`src/rtl/apb_uart_tx_sched.sv`:
```
// APB master that initialises the UART and then shares its TX FIFO among
// NUM_REQ byte requesters, round-robin, with LSR-polled credit refill.
module apb_uart_tx_sched #(
  parameter int unsigned NUM_REQ        = 4,
  parameter int unsigned APB_ADDR_WIDTH = 12,
  parameter int unsigned TX_FIFO_DEPTH  = 16,
  parameter logic [15:0] DIV            = 16'd54,
  parameter logic [7:0]  LCR_CFG        = 8'h03,
  parameter int unsigned POLL_GAP       = 8
) (
  input  logic                      CLK,
  input  logic                      RSTN,
  input  logic                      reinit_i,
  input  logic [NUM_REQ-1:0]        req_valid_i,
  input  logic [8*NUM_REQ-1:0]      req_data_i,
  output logic [NUM_REQ-1:0]        req_ready_o,
  output logic                      init_done_o,
  output logic [APB_ADDR_WIDTH-1:0] PADDR,
  output logic [31:0]               PWDATA,
  output logic                      PWRITE,
  output logic                      PSEL,
  output logic                      PENABLE,
  input  logic [31:0]               PRDATA,
  input  logic                      PREADY,
  input  logic                      PSLVERR
);

  localparam int unsigned IDX_W  = (NUM_REQ > 1) ? $clog2(NUM_REQ) : 1;
  localparam int unsigned CRED_W = $clog2(TX_FIFO_DEPTH) + 1;
  localparam int unsigned GAP_W  = $clog2(POLL_GAP) + 1;

  localparam logic [3:0] S_INIT_DLAB = 4'd0;
  localparam logic [3:0] S_INIT_DLL  = 4'd1;
  localparam logic [3:0] S_INIT_DLM  = 4'd2;
  localparam logic [3:0] S_INIT_LCR  = 4'd3;
  localparam logic [3:0] S_INIT_FCR  = 4'd4;
  localparam logic [3:0] S_IDLE      = 4'd5;
  localparam logic [3:0] S_WRITE     = 4'd6;
  localparam logic [3:0] S_POLL      = 4'd7;
  localparam logic [3:0] S_GAP       = 4'd8;

  localparam logic [1:0] PH_IDLE   = 2'd0;
  localparam logic [1:0] PH_SETUP  = 2'd1;
  localparam logic [1:0] PH_ACCESS = 2'd2;

  localparam logic [APB_ADDR_WIDTH-1:0] A_THR = APB_ADDR_WIDTH'(8'h00);
  localparam logic [APB_ADDR_WIDTH-1:0] A_DLM = APB_ADDR_WIDTH'(8'h04);
  localparam logic [APB_ADDR_WIDTH-1:0] A_FCR = APB_ADDR_WIDTH'(8'h08);
  localparam logic [APB_ADDR_WIDTH-1:0] A_LCR = APB_ADDR_WIDTH'(8'h0C);
  localparam logic [APB_ADDR_WIDTH-1:0] A_LSR = APB_ADDR_WIDTH'(8'h14);

  logic [3:0]                state_q, state_d;
  logic [1:0]                phase_q, phase_d;
  logic [CRED_W-1:0]         credits_q, credits_d;
  logic [IDX_W-1:0]          ptr_q, ptr_d;
  logic [IDX_W-1:0]          winner_q, winner_d;
  logic [7:0]                wbyte_q, wbyte_d;
  logic [GAP_W-1:0]          gap_q, gap_d;
  logic                      pending_q, pending_d;
  logic                      init_done_q, init_done_d;
  logic [NUM_REQ-1:0]        ready_q, ready_d;
  logic                      psel_q, psel_d;
  logic                      penable_q, penable_d;
  logic                      pwrite_q, pwrite_d;
  logic [APB_ADDR_WIDTH-1:0] paddr_q, paddr_d;
  logic [31:0]               pwdata_q, pwdata_d;

  logic [NUM_REQ-1:0] eff_valid;
  logic               win_found;
  logic [IDX_W-1:0]   win_idx;
  logic [IDX_W-1:0]   cand;
  logic [7:0]         win_byte;

  logic unused_apb;
  assign unused_apb = ^{PSLVERR, PRDATA[31:6], PRDATA[4:0]};

  // A requester being acked this cycle still shows its old byte, so skip it.
  always_comb begin
    eff_valid = req_valid_i & ~ready_q;
    win_found = 1'b0;
    win_idx   = '0;
    cand      = '0;
    win_byte  = '0;
    for (int i = 0; i < int'(NUM_REQ); i++) begin
      cand = IDX_W'((int'(ptr_q) + i) % int'(NUM_REQ));
      if (!win_found && eff_valid[cand]) begin
        win_found = 1'b1;
        win_idx   = cand;
      end
    end
    for (int i = 0; i < int'(NUM_REQ); i++) begin
      if (IDX_W'(i) == win_idx) win_byte = req_data_i[8*i +: 8];
    end
  end

  always_comb begin
    state_d     = state_q;
    phase_d     = phase_q;
    credits_d   = credits_q;
    ptr_d       = ptr_q;
    winner_d    = winner_q;
    wbyte_d     = wbyte_q;
    gap_d       = gap_q;
    pending_d   = pending_q | reinit_i;
    init_done_d = init_done_q;
    ready_d     = '0;

    case (state_q)
      S_IDLE: begin
        if (pending_q) begin
          pending_d   = reinit_i;
          init_done_d = 1'b0;
          state_d     = S_INIT_DLAB;
          phase_d     = PH_SETUP;
        end else if (win_found) begin
          winner_d = win_idx;
          wbyte_d  = win_byte;
          state_d  = (credits_q != '0) ? S_WRITE : S_POLL;
          phase_d  = PH_SETUP;
        end
      end
      S_GAP: begin
        if (gap_q == GAP_W'(POLL_GAP - 1)) state_d = S_IDLE;
        else gap_d = gap_q + GAP_W'(1);
      end
      default: begin
        if (phase_q == PH_IDLE) begin
          phase_d = PH_SETUP;
        end else if (phase_q == PH_SETUP) begin
          phase_d = PH_ACCESS;
        end else if (PREADY) begin
          phase_d = PH_IDLE;
          case (state_q)
            S_INIT_DLAB: state_d = S_INIT_DLL;
            S_INIT_DLL:  state_d = S_INIT_DLM;
            S_INIT_DLM:  state_d = S_INIT_LCR;
            S_INIT_LCR:  state_d = S_INIT_FCR;
            S_INIT_FCR: begin
              state_d     = S_IDLE;
              credits_d   = '0;
              init_done_d = 1'b1;
            end
            S_WRITE: begin
              state_d          = S_IDLE;
              ready_d[winner_q] = 1'b1;
              if (credits_q != '0) credits_d = credits_q - CRED_W'(1);
              ptr_d = IDX_W'((int'(winner_q) + 1) % int'(NUM_REQ));
            end
            S_POLL: begin
              if (PRDATA[5]) begin
                credits_d = CRED_W'(TX_FIFO_DEPTH);
                state_d   = S_IDLE;
              end else begin
                gap_d   = '0;
                state_d = S_GAP;
              end
            end
            default: state_d = S_IDLE;
          endcase
        end
      end
    endcase

    // APB pins follow the next state/phase so they are registered with it.
    psel_d    = 1'b0;
    penable_d = 1'b0;
    pwrite_d  = 1'b0;
    paddr_d   = '0;
    pwdata_d  = '0;
    if (phase_d != PH_IDLE) begin
      psel_d    = 1'b1;
      penable_d = (phase_d == PH_ACCESS);
      pwrite_d  = 1'b1;
      case (state_d)
        S_INIT_DLAB: begin paddr_d = A_LCR; pwdata_d = 32'h0000_0080; end
        S_INIT_DLL:  begin paddr_d = A_THR; pwdata_d = {24'h0, DIV[7:0]}; end
        S_INIT_DLM:  begin paddr_d = A_DLM; pwdata_d = {24'h0, DIV[15:8]}; end
        S_INIT_LCR:  begin paddr_d = A_LCR; pwdata_d = {24'h0, LCR_CFG & 8'h7F}; end
        S_INIT_FCR:  begin paddr_d = A_FCR; pwdata_d = 32'h0000_0006; end
        S_WRITE:     begin paddr_d = A_THR; pwdata_d = {24'h0, wbyte_d}; end
        S_POLL:      begin paddr_d = A_LSR; pwrite_d = 1'b0; end
        default:     ;
      endcase
    end
  end

  always_ff @(posedge CLK or negedge RSTN) begin
    if (!RSTN) begin
      state_q     <= S_INIT_DLAB;
      phase_q     <= PH_IDLE;
      credits_q   <= '0;
      ptr_q       <= '0;
      winner_q    <= '0;
      wbyte_q     <= '0;
      gap_q       <= '0;
      pending_q   <= 1'b0;
      init_done_q <= 1'b0;
      ready_q     <= '0;
      psel_q      <= 1'b0;
      penable_q   <= 1'b0;
      pwrite_q    <= 1'b0;
      paddr_q     <= '0;
      pwdata_q    <= '0;
    end else begin
      state_q     <= state_d;
      phase_q     <= phase_d;
      credits_q   <= credits_d;
      ptr_q       <= ptr_d;
      winner_q    <= winner_d;
      wbyte_q     <= wbyte_d;
      gap_q       <= gap_d;
      pending_q   <= pending_d;
      init_done_q <= init_done_d;
      ready_q     <= ready_d;
      psel_q      <= psel_d;
      penable_q   <= penable_d;
      pwrite_q    <= pwrite_d;
      paddr_q     <= paddr_d;
      pwdata_q    <= pwdata_d;
    end
  end

  assign req_ready_o = ready_q;
  assign init_done_o = init_done_q;
  assign PSEL        = psel_q;
  assign PENABLE     = penable_q;
  assign PWRITE      = pwrite_q;
  assign PADDR       = paddr_q;
  assign PWDATA      = pwdata_q;

endmodule

```
`config.mk`:
```
export PLATFORM = sky130hd
export DESIGN_NAME = apb_uart_tx_sched
export DESIGN_NICKNAME = d
export VERILOG_FILES = /design/src/rtl/apb_uart_tx_sched.sv
export SDC_FILE = /design/constraint.sdc
export NUM_CORES = 1
export LEC_CHECK = 0
export ABC_CLOCK_PERIOD_IN_PS = 2600
export CAP_MARGIN = 0
export CORE_ASPECT_RATIO = 0.7
export CORE_MARGIN = 2
export CORE_UTILIZATION = 40
export CTS_BUF_LIST = sky130_fd_sc_hd__clkbuf_4
export CTS_CLUSTER_SIZE = 12
export DETAILED_ROUTE_END_ITERATION = 10
export PLACE_DENSITY = 0.87
export SYNTH_ARGS = -nofsm -noshare
export SYNTH_HDL_FRONTEND = slang
export SYNTH_SLANG_ARGS = --single-unit
```
`constraint.sdc`:
```
create_clock -name CLK -period 2.6 [get_ports CLK]
set_input_delay 0.39 -clock CLK [delete_from_list [all_inputs] [get_ports CLK]]
set_output_delay 0.39 -clock CLK [all_outputs]
set_load 0.03 [all_outputs]
```
* After elaboration in Yosys (flattened, before gate mapping)
Index checks and enable logic that the tools add are counted.
Word-level totals: flip-flop bits (word level) 80, bits in latches 0, bits in writable memories 0, bits in read-only memories 0, logic and storage cells 162, memories 0
Cells by class: add/subtract/negate cells 6, multipliers 0, divide/modulo/power cells 0, magnitude comparators 6, equal/unequal tests 29, shift-type cells 0, muxes and demuxes 72, bitwise gates (word level) 9, reduce and logical (&&, ||, !) cells 25
Operator list (count):
- two-way mux 4 bit | 18
- two-way mux 8 bit | 8
- one-hot mux 8 bit (5 select lines) | 1
- equality test 4 x 3 -> 1 bit (second input constant) | 8
- two-way mux 1 bit | 21
- one-hot mux 4 bit (5 select lines) | 1
- one-hot mux 5 bit (4 select lines) | 1
- two-way mux 2 bit | 9
- equality test 4 x 2 -> 1 bit (second input constant) | 4
- one-hot mux 4 bit (2 select lines) | 2
- < comparator 2 x 3 -> 1 bit (second input constant) | 5
- two-way mux 5 bit | 3
- one-hot mux 5 bit (3 select lines) | 1
- AND reduction 7 bit | 2
- inequality test 2 x 1 -> 1 bit (second input constant) | 5
- nonzero test 2 bit | 5
- binary-select mux 1 bit (select 2 bit) | 4
- equality test 4 x 1 -> 1 bit (second input constant) | 2
- zero test 4 bit | 2
- inequality test 2 bit (second input constant) | 4
- NOT 1 bit | 6
- AND reduction 6 bit | 1
- AND reduction 5 bit | 1
- nonzero test 5 bit | 1
- other kinds (22) | 32

* Depth between registers and ports, before layout
Gate-level depths: netlist (run 1).
depth after elaboration 24, depth in mapped cells 9, gate-level depth less buffers 9

* Least setup slack after synthesis (run 1)
Ideal clock, no wire load.
kind register to register, start point reg ready_q[2] (netlist: req_ready_o[2]), end point reg pwdata_q[2] (netlist: PWDATA[2]), library setup time 0.133 ns, arrival 2.055 ns, slack 0.412 ns, cell stages (with the launch flop) 8, path buffers 1, clock period less this slack 2.188 ns, cells stage by stage dfrtp_1 nand2b_1 o311a_4 or2_1 buf_6 a2111oi_1 a211o_1 o32ai_1
Between the ends: cells in the longest elaborated chain, start to end 24, elaborated cells on any way between the ends 49, those cells by class 7 x eq/ne; 31 x mux; 2 x bitwise; 9 x reduce/logical
RTL lines:
- start: declaration | line 61 | logic [NUM_REQ-1:0] ready_q, ready_d;
- start signal: assignment | line 214 | ready_q <= ready_d;
- NOT 4 bit * | line 79 | eff_valid = req_valid_i & ~ready_q;
- bitwise AND 4 bit * | line 79
- binary-select mux 1 bit (select 2 bit) | line 86 | if (!win_found && eff_valid[cand]) begin
- two-way mux 1 bit (implied by the code) | line 86
- two-way mux 1 bit | line 86
- zero test 1 bit | line 86
- logical AND 1 bit | line 86
- two-way mux 1 bit | line 86
- (+6 left out)
- zero test 2 bit | line 92 | if (IDX_W'(i) == win_idx) win_byte = req_data_i[8*i +: 8];
- two-way mux 8 bit (4 in series) | line 92
- two-way mux 8 bit | line 115 | end else if (win_found) begin
- two-way mux 8 bit | line 110 | if (pending_q) begin
- two-way mux 8 bit | line 108 | case (state_q)
- one-hot mux 8 bit (5 select lines) | line 174 | case (state_d)
- two-way mux 8 bit * | line 170 | if (phase_d != PH_IDLE) begin
- named net pwdata_d[2] | line 66 | logic [31:0] pwdata_q, pwdata_d;
- end signal: assignment | line 219 | pwdata_q <= pwdata_d;
- end: declaration | line 66
The timed path passes the listed nets; every way through them passes the cells marked *. The select of a mux whose other input is x is not followed. A chain may end at the register's enable or synchronous reset.

* Final worst setup path (run 1)
start point in req_valid_i[2], end point reg pwdata_q[7] (netlist: PWDATA[7])
Between the ends: cells in the longest elaborated chain, start to end 23, elaborated cells on any way between the ends 48, those cells by class 7 x eq/ne; 31 x mux; 1 x bitwise; 9 x reduce/logical
RTL lines:
- start: declaration | line 14 | input logic [NUM_REQ-1:0] req_valid_i,
- bitwise AND 4 bit * | line 79
- binary-select mux 1 bit (select 2 bit) | line 86
- two-way mux 1 bit (implied by the code) | line 86
- two-way mux 1 bit | line 86
- zero test 1 bit | line 86
- logical AND 1 bit | line 86
- two-way mux 1 bit | line 86
- zero test 1 bit | line 86
- (+6 left out)
- two-way mux 8 bit (4 in series) | line 92
- two-way mux 8 bit * | line 115
- two-way mux 8 bit * | line 110
- two-way mux 8 bit * | line 108
- named net wbyte_d[7] | line 57 | logic [7:0] wbyte_q, wbyte_d;
- one-hot mux 8 bit (5 select lines) * | line 174
- two-way mux 8 bit * | line 170
- named net pwdata_d[7] | line 66
Marks and branches as above.

==> results.ini, run 1 <==
[timing]
rsz0062_at_grt=no
hold_viol=0
fmax_mhz=409
fin_crit_sh=0.940
tns_ns=0
maxSlewViolCount=0
fin_hold_ws_ns=0.467
min_period_ns=2.44
finalSetupViolations=0
slew_headroom=0.656
skew_ns=0.0172
tightestPinTransition_ns=0.503

[floorplanning]
die_y_um=76.0
die_x_um=107
initial_utilization=0.410
rows=26
dieArea_sq_mm=0.00812
ios=125
core-area_sq_mm=0.00722

[cells_and_area]
fill_cells=684
fin_util=0.513
multiInputGateArea_sq_mm=0.00153
syn2layout_area_growth_pct=25.1
layout_commonest_cell=clkdlybuf4s50_1
nNetsFinal=468
layout-drive-gt1-share=0.121
mostFrequentLayoutCells=58 x clkdlybuf4s50_1, 47 x dfrtp_1, 33 x conb_1
finalNonFillerCells=489
final-seq-area_sq_mm=0.00118

[critical_path]
arrival_ns=2.71
critPathRequiredTime_ns=2.86
crit_path_end_kind=flop
reg2regPathDepth=9
worst-setup-path-type=primary input to flop
start_kind=primary input
critPathMaxFanout=3

[grt]
grt_pass1_vias=2522
grt-ovfl-total=0
grt_max_degree=31
grt_use_total=0.186
grt_pass1_wl_um=12100
antenna_found_initial=0

[clocking]
cts_tree=built
clockBufferDepth=2
numCtsBuffers=5
cts_resized=0
cts_root_buf=clkbuf_4
h-tree-depth=2
insertion_delay_ns=0.37
cts.sinks=47
cts.clk_slew.worst_paths_ns=0.15

[power_and_ir_drop]
total_power_uw=3110
p_leak_uw=0.00161
p_per_area_mw_per_mm2=841
ir_drop_mv=0.402

[synthesis]
syn_inst=313
yosys.area.top_type_share=0.397
synth_cell_types=72
syn_area_per_cell_sq_um=9.46
synth_edf_count=0
synth.area.top_cells=dfrtp_1 40%, buf_4 8.4%, nand2_1 3.0%, nor2_1 2.9%, ha_1 2.5%
synth_area_leader_cell=dfrtp_1
syn-cell-area_sq_mm=0.00296
ys.flop_type=dfrtp_1
synth-seq-cells=47
yosysSeqAreaShare=0.397
async_flop_share=1.00
yosys_warnings=0

[route]
routed_wl_um=7350
drtPass1Iterations=5
first_iter_violations=140
dr_total_vias=2560
drc=0
vias_per_cell=5.24
drtAntennaViolNets=0
wl_per_cell_um=15.0

[placement]
numPlacedInstances=479
dpl.hpwl_um=5780
gp_congestion=0.844
io_buffer_count=59

[outcome]
outcome=finished clean

[min_path]
worst_hold_path_type=primary input to async pin

[run]
maxCapViolCount=0

## stage by stage
step | worst slack (ns) | instance area [sq um]
5_1_grt | 0.0303 | 3700
4_1_cts | 0.192 | 3700
3_5_place_dp | -0.197 | 3630
6_report | 0.156 | 3700
3_3_place_gp | -0.0749 | 3630
2_1_floorplan | 0.412 | 3080
## final timing paths
path                       slack (ns)            to            from
min in group CLK                 0.51  credits_q[0]    credits_q[0]
setup reg to reg                 0.19     PWDATA[2]    credits_q[0]
setup / recovery                 0.16     PWDATA[7]  req_valid_i[2]
hold reg to reg                  0.51  credits_q[0]    credits_q[0]
max in group asynchronous        1.39     PWDATA[1]            RSTN
hold / removal                   0.47   init_done_o            RSTN
## timing repair
| item | 4_1_cts | 5_1_grt |
|---|---|---|
| setup endpoints to repair | 0 | 0 |
| endpoints found under the hold margin | 17 | 0 |
| buffers inserted | 0 | 0 |
| hold buffers | 1 | 0 |
## cells in the mapped netlist, types with 4 or more instances
| library cell | count |
|---|---|
| dfrtp_1 | 47 |
| nand2b_1 | 10 |
| o21ai_1 | 6 |
| inv_1 | 15 |
| o22ai_1 | 4 |
| and2_1 | 8 |
| nand4_1 | 4 |
| buf_2 | 5 |
| o221ai_1 | 4 |
| buf_4 | 33 |
| nand3_1 | 6 |
| ha_1 | 6 |
| nand2_1 | 24 |
| or3_1 | 4 |
| a21oi_1 | 10 |
| nor2b_1 | 5 |
| nor3b_1 | 6 |
| nor2_1 | 23 |
| mux2i_1 | 7 |
| o21ai_0 | 14 |
## layout make-up
class / instances / share of cell area
inverters: 18 / 0.0182
clock buffers: 5 / 0.0101
multi-input cells: 237 / 0.413
diodes: 1 / 0.000676
clock inverters: 3 / 0.00541
repair buffers: 80 / 0.201
flip-flops and latches: 47 / 0.318
well taps: 98 / 0.0331
## layer usage
metal	routed length, um	up-vias	GRT usage
li1	-	1213	-
met1	3230	1238	0.252
met5	0	-	0
met4	70	0	0.0377
met3	464	9	0.0393
met2	3580	100	0.311
## worst max-delay path, stage by stage
cell	delay, ns
clkdlybuf4s50_1	0.51
or3b_4	0.41
o311a_4	0.14
or2_1	0.24
a2111oi_0	0.52
buf_4	0.20
a211oi_1	0.06
a31o_1	0.24
## report_power, final
| part | total [uW] | switching [uW] | internal [uW] |
|---|---|---|---|
| Combinational | 1620 | 947 | 672 |
| Clock | 355 | 252 | 104 |
| Sequential | 1140 | 207 | 932 |
| Total | 3110 | 1410 | 1710 |
## cell families after synthesis
family / share of synthesized area
xor+xnor: 0.00888
simple gates: 0.212
compound gates: 0.202
other cells: 0.00127
flops: 0.397
mux: 0.0275
buf+inv: 0.126
fa+ha+maj: 0.0254
## state kept, by name, summed over array words and instances (netlist names)
register     cells
PWDATA           8
wbyte_q          8
credits_q        5
gap_q            4
req_ready_o      4
state_q          4
PADDR            3
phase_q          2
ptr_q            2
winner_q         2
PENABLE          1
PSEL             1
PWRITE           1
init_done_o      1
pending_q        1
No activity file was read; power rests on OpenSTA's default activity.
==> run 2: changes to the inputs <==
--- a/config.mk
+++ b/config.mk
@@ -9,11 +9,12 @@
 export CAP_MARGIN = 0
 export CORE_ASPECT_RATIO = 0.7
 export CORE_MARGIN = 2
-export CORE_UTILIZATION = 40
+export CORE_UTILIZATION = 44
 export CTS_BUF_LIST = sky130_fd_sc_hd__clkbuf_4
 export CTS_CLUSTER_SIZE = 12
 export DETAILED_ROUTE_END_ITERATION = 10
-export PLACE_DENSITY = 0.87
+export GPL_TIMING_DRIVEN = 0
+export PLACE_DENSITY = 0.93
 export SYNTH_ARGS = -nofsm -noshare
 export SYNTH_HDL_FRONTEND = slang
 export SYNTH_SLANG_ARGS = --single-unit
==> results.ini, run 2 (same netlist as run 1, synthesis figures left out) <==
[cells_and_area]
nNetsFinal=491
layout_commonest_cell=clkdlybuf4s50_1
n_antenna_cell=0
syn2layout_area_growth_pct=31.1
finalNonFillerCells=504
layout-drive-gt1-share=0.165
mostFrequentLayoutCells=57 x clkdlybuf4s50_1, 47 x dfrtp_1, 33 x buf_4, 33 x conb_1, 24 x nand2_1

[critical_path]
r2r_start=credits_q[0]
reg2reg_slack_ns=0.22
crit_end=PWDATA[5]
r2r_end=PWDATA[5]
arrival_ns=2.67
critPathRequiredTime_ns=2.89
worst-setup-path-type=flop to flop
start_kind=flop
critPathMaxFanout=5
setup.worst_path.start=credits_q[0]
crit_path_end_kind=flop
reg2regPathDepth=8

[clocking]
cts_setup_buffers=0
h-tree-depth=2
insertion_delay_ns=0.37
cts.clk_slew.worst_paths_ns=0.14
numCtsBuffers=5
cts_root_buf=clkbuf_4
clockBufferDepth=2
cts_tree=built
cts.sinks=47

[power_and_ir_drop]
intPower_uw=1800
combinationalPowerShare=0.525
switchingPower_uw=1390
swShare=0.435
ir_drop_mv=0.324
seqPwrFrac=0.337
pwr-share-clk=0.138
p_per_area_mw_per_mm2=821
p_leak_uw=0.00175
total_power_uw=3190

[floorplanning]
rows=24
core-area_sq_mm=0.00637
dieArea_sq_mm=0.00741
initial_utilization=0.465
die_y_um=72.6
die_x_um=102
ios=125

[route]
dr_total_vias=2561
drtPass1Iterations=5
first_iter_violations=164
drc=0
routed_wl_um=7050
drtAntennaViolNets=0
vias_per_cell=5.08
wl_per_cell_um=14.0

[timing]
hold_viol=0
rsz0062_at_grt=no
finalSetupViolations=0
tns_ns=0
fin_crit_sh=0.914
skew_ns=0.00646
maxSlewViolCount=0
min_period_ns=2.38
fmax_mhz=421

[outcome]
outcome=finished clean

[grt]
grt_pass1_wl_um=11600
grt_max_degree=33
antenna_found_initial=0
grt-ovfl-total=0
grt_pass1_vias=2427
grt_use_total=0.199

[placement]
gp_congestion=0.901
dpl.hpwl_um=5600
numPlacedInstances=495
io_buffer_count=58

[min_path]
worst_hold_path_type=primary input to async pin

[run]
maxCapViolCount=0

[run 2: timing repair]
item | CTS | global route
hold buffers | 1 | 0
hold endpoints to repair | 15 | 0
gates resized for setup | 0 | 1
setup endpoints to repair | 0 | 3
[run 2: layer usage]
metal / track usage / routed length (um)
met3: 0.0517 / 574
met2: 0.317 / 3330
met1: 0.279 / 3090
met4: 0.0370 / 46
met5: 0 / 0
[run 2: metrics by stage]
step / worst slack (ns) / utilization / hold slack [ns] / instance area, sq um
after floorplan: 0.412 / - / 0.0944 / 3080
after global placement: -0.116 / 0.593 / 0.466 / 3770
after detailed placement: -0.0916 / 0.595 / 0.343 / 3790
after CTS: 0.185 / 0.609 / 0.470 / 3880
after global routing: 0.00601 / 0.610 / 0.467 / 3880
final: 0.222 / 0.610 / 0.466 / 3880
[run 2: worst min path at each step]
stage	depth (start not counted)	startpoint	slack, ns	to
6_report	2	RSTN	0.47	credits_q[1]
5_1_grt	2	RSTN	0.47	credits_q[1]
4_1_cts	2	RSTN	0.47	credits_q[1]
3_5_place_dp	1	RSTN	0.34	init_done_o
3_3_place_gp	2	wbyte_q[1]	0.47	wbyte_q[1]
2_1_floorplan	0	RSTN	0.09	PADDR[2]
[run 2: power groups by stage]
| stage | Sequential (uW) | Clock [uW] | Combinational [uW] |
|---|---|---|---|
| 2_1_floorplan | 1200 | 0 | 1050 |
| 3_3_place_gp | 1080 | 0 | 1590 |
| 3_5_place_dp | 1090 | 0 | 1650 |
| 4_1_cts | 1080 | 450 | 1660 |
| 5_1_grt | 1100 | 484 | 1840 |
| 6_report | 1080 | 439 | 1670 |
[run 2: area by class of cell]
cell class / instances / area (sq um)
fillers: 561 / 2480
multi-input cells: 237 / 1540
flip-flops and latches: 47 / 1180
repair buffers: 60 / 606
plain buffers: 43 / 307
well taps: 91 / 114
inverters: 18 / 67.6
clock inverters: 3 / 38.8
clock buffers: 5 / 37.5
[run 2: critical path, stage by stage, from the launching register on]
cell	delay, ns
dfrtp_1	0.43
inv_1	0.07
ha_1	0.18
nor4b_1	0.39
a41oi_1	0.13
o22ai_1	0.32
nand3_2	0.20
or3_1	0.43
o22ai_1	0.16
==> run 3: changes to the inputs <==
--- a/config.mk
+++ b/config.mk
@@ -13,6 +13,7 @@
 export CTS_BUF_LIST = sky130_fd_sc_hd__clkbuf_4
 export CTS_CLUSTER_SIZE = 12
 export DETAILED_ROUTE_END_ITERATION = 10
+export GPL_ROUTABILITY_DRIVEN = 1
 export GPL_TIMING_DRIVEN = 0
 export PLACE_DENSITY = 0.93
 export SYNTH_ARGS = -nofsm -noshare
==> results of run 3 <==
The final DEF is identical to that of run 2; final timing and power are the same.
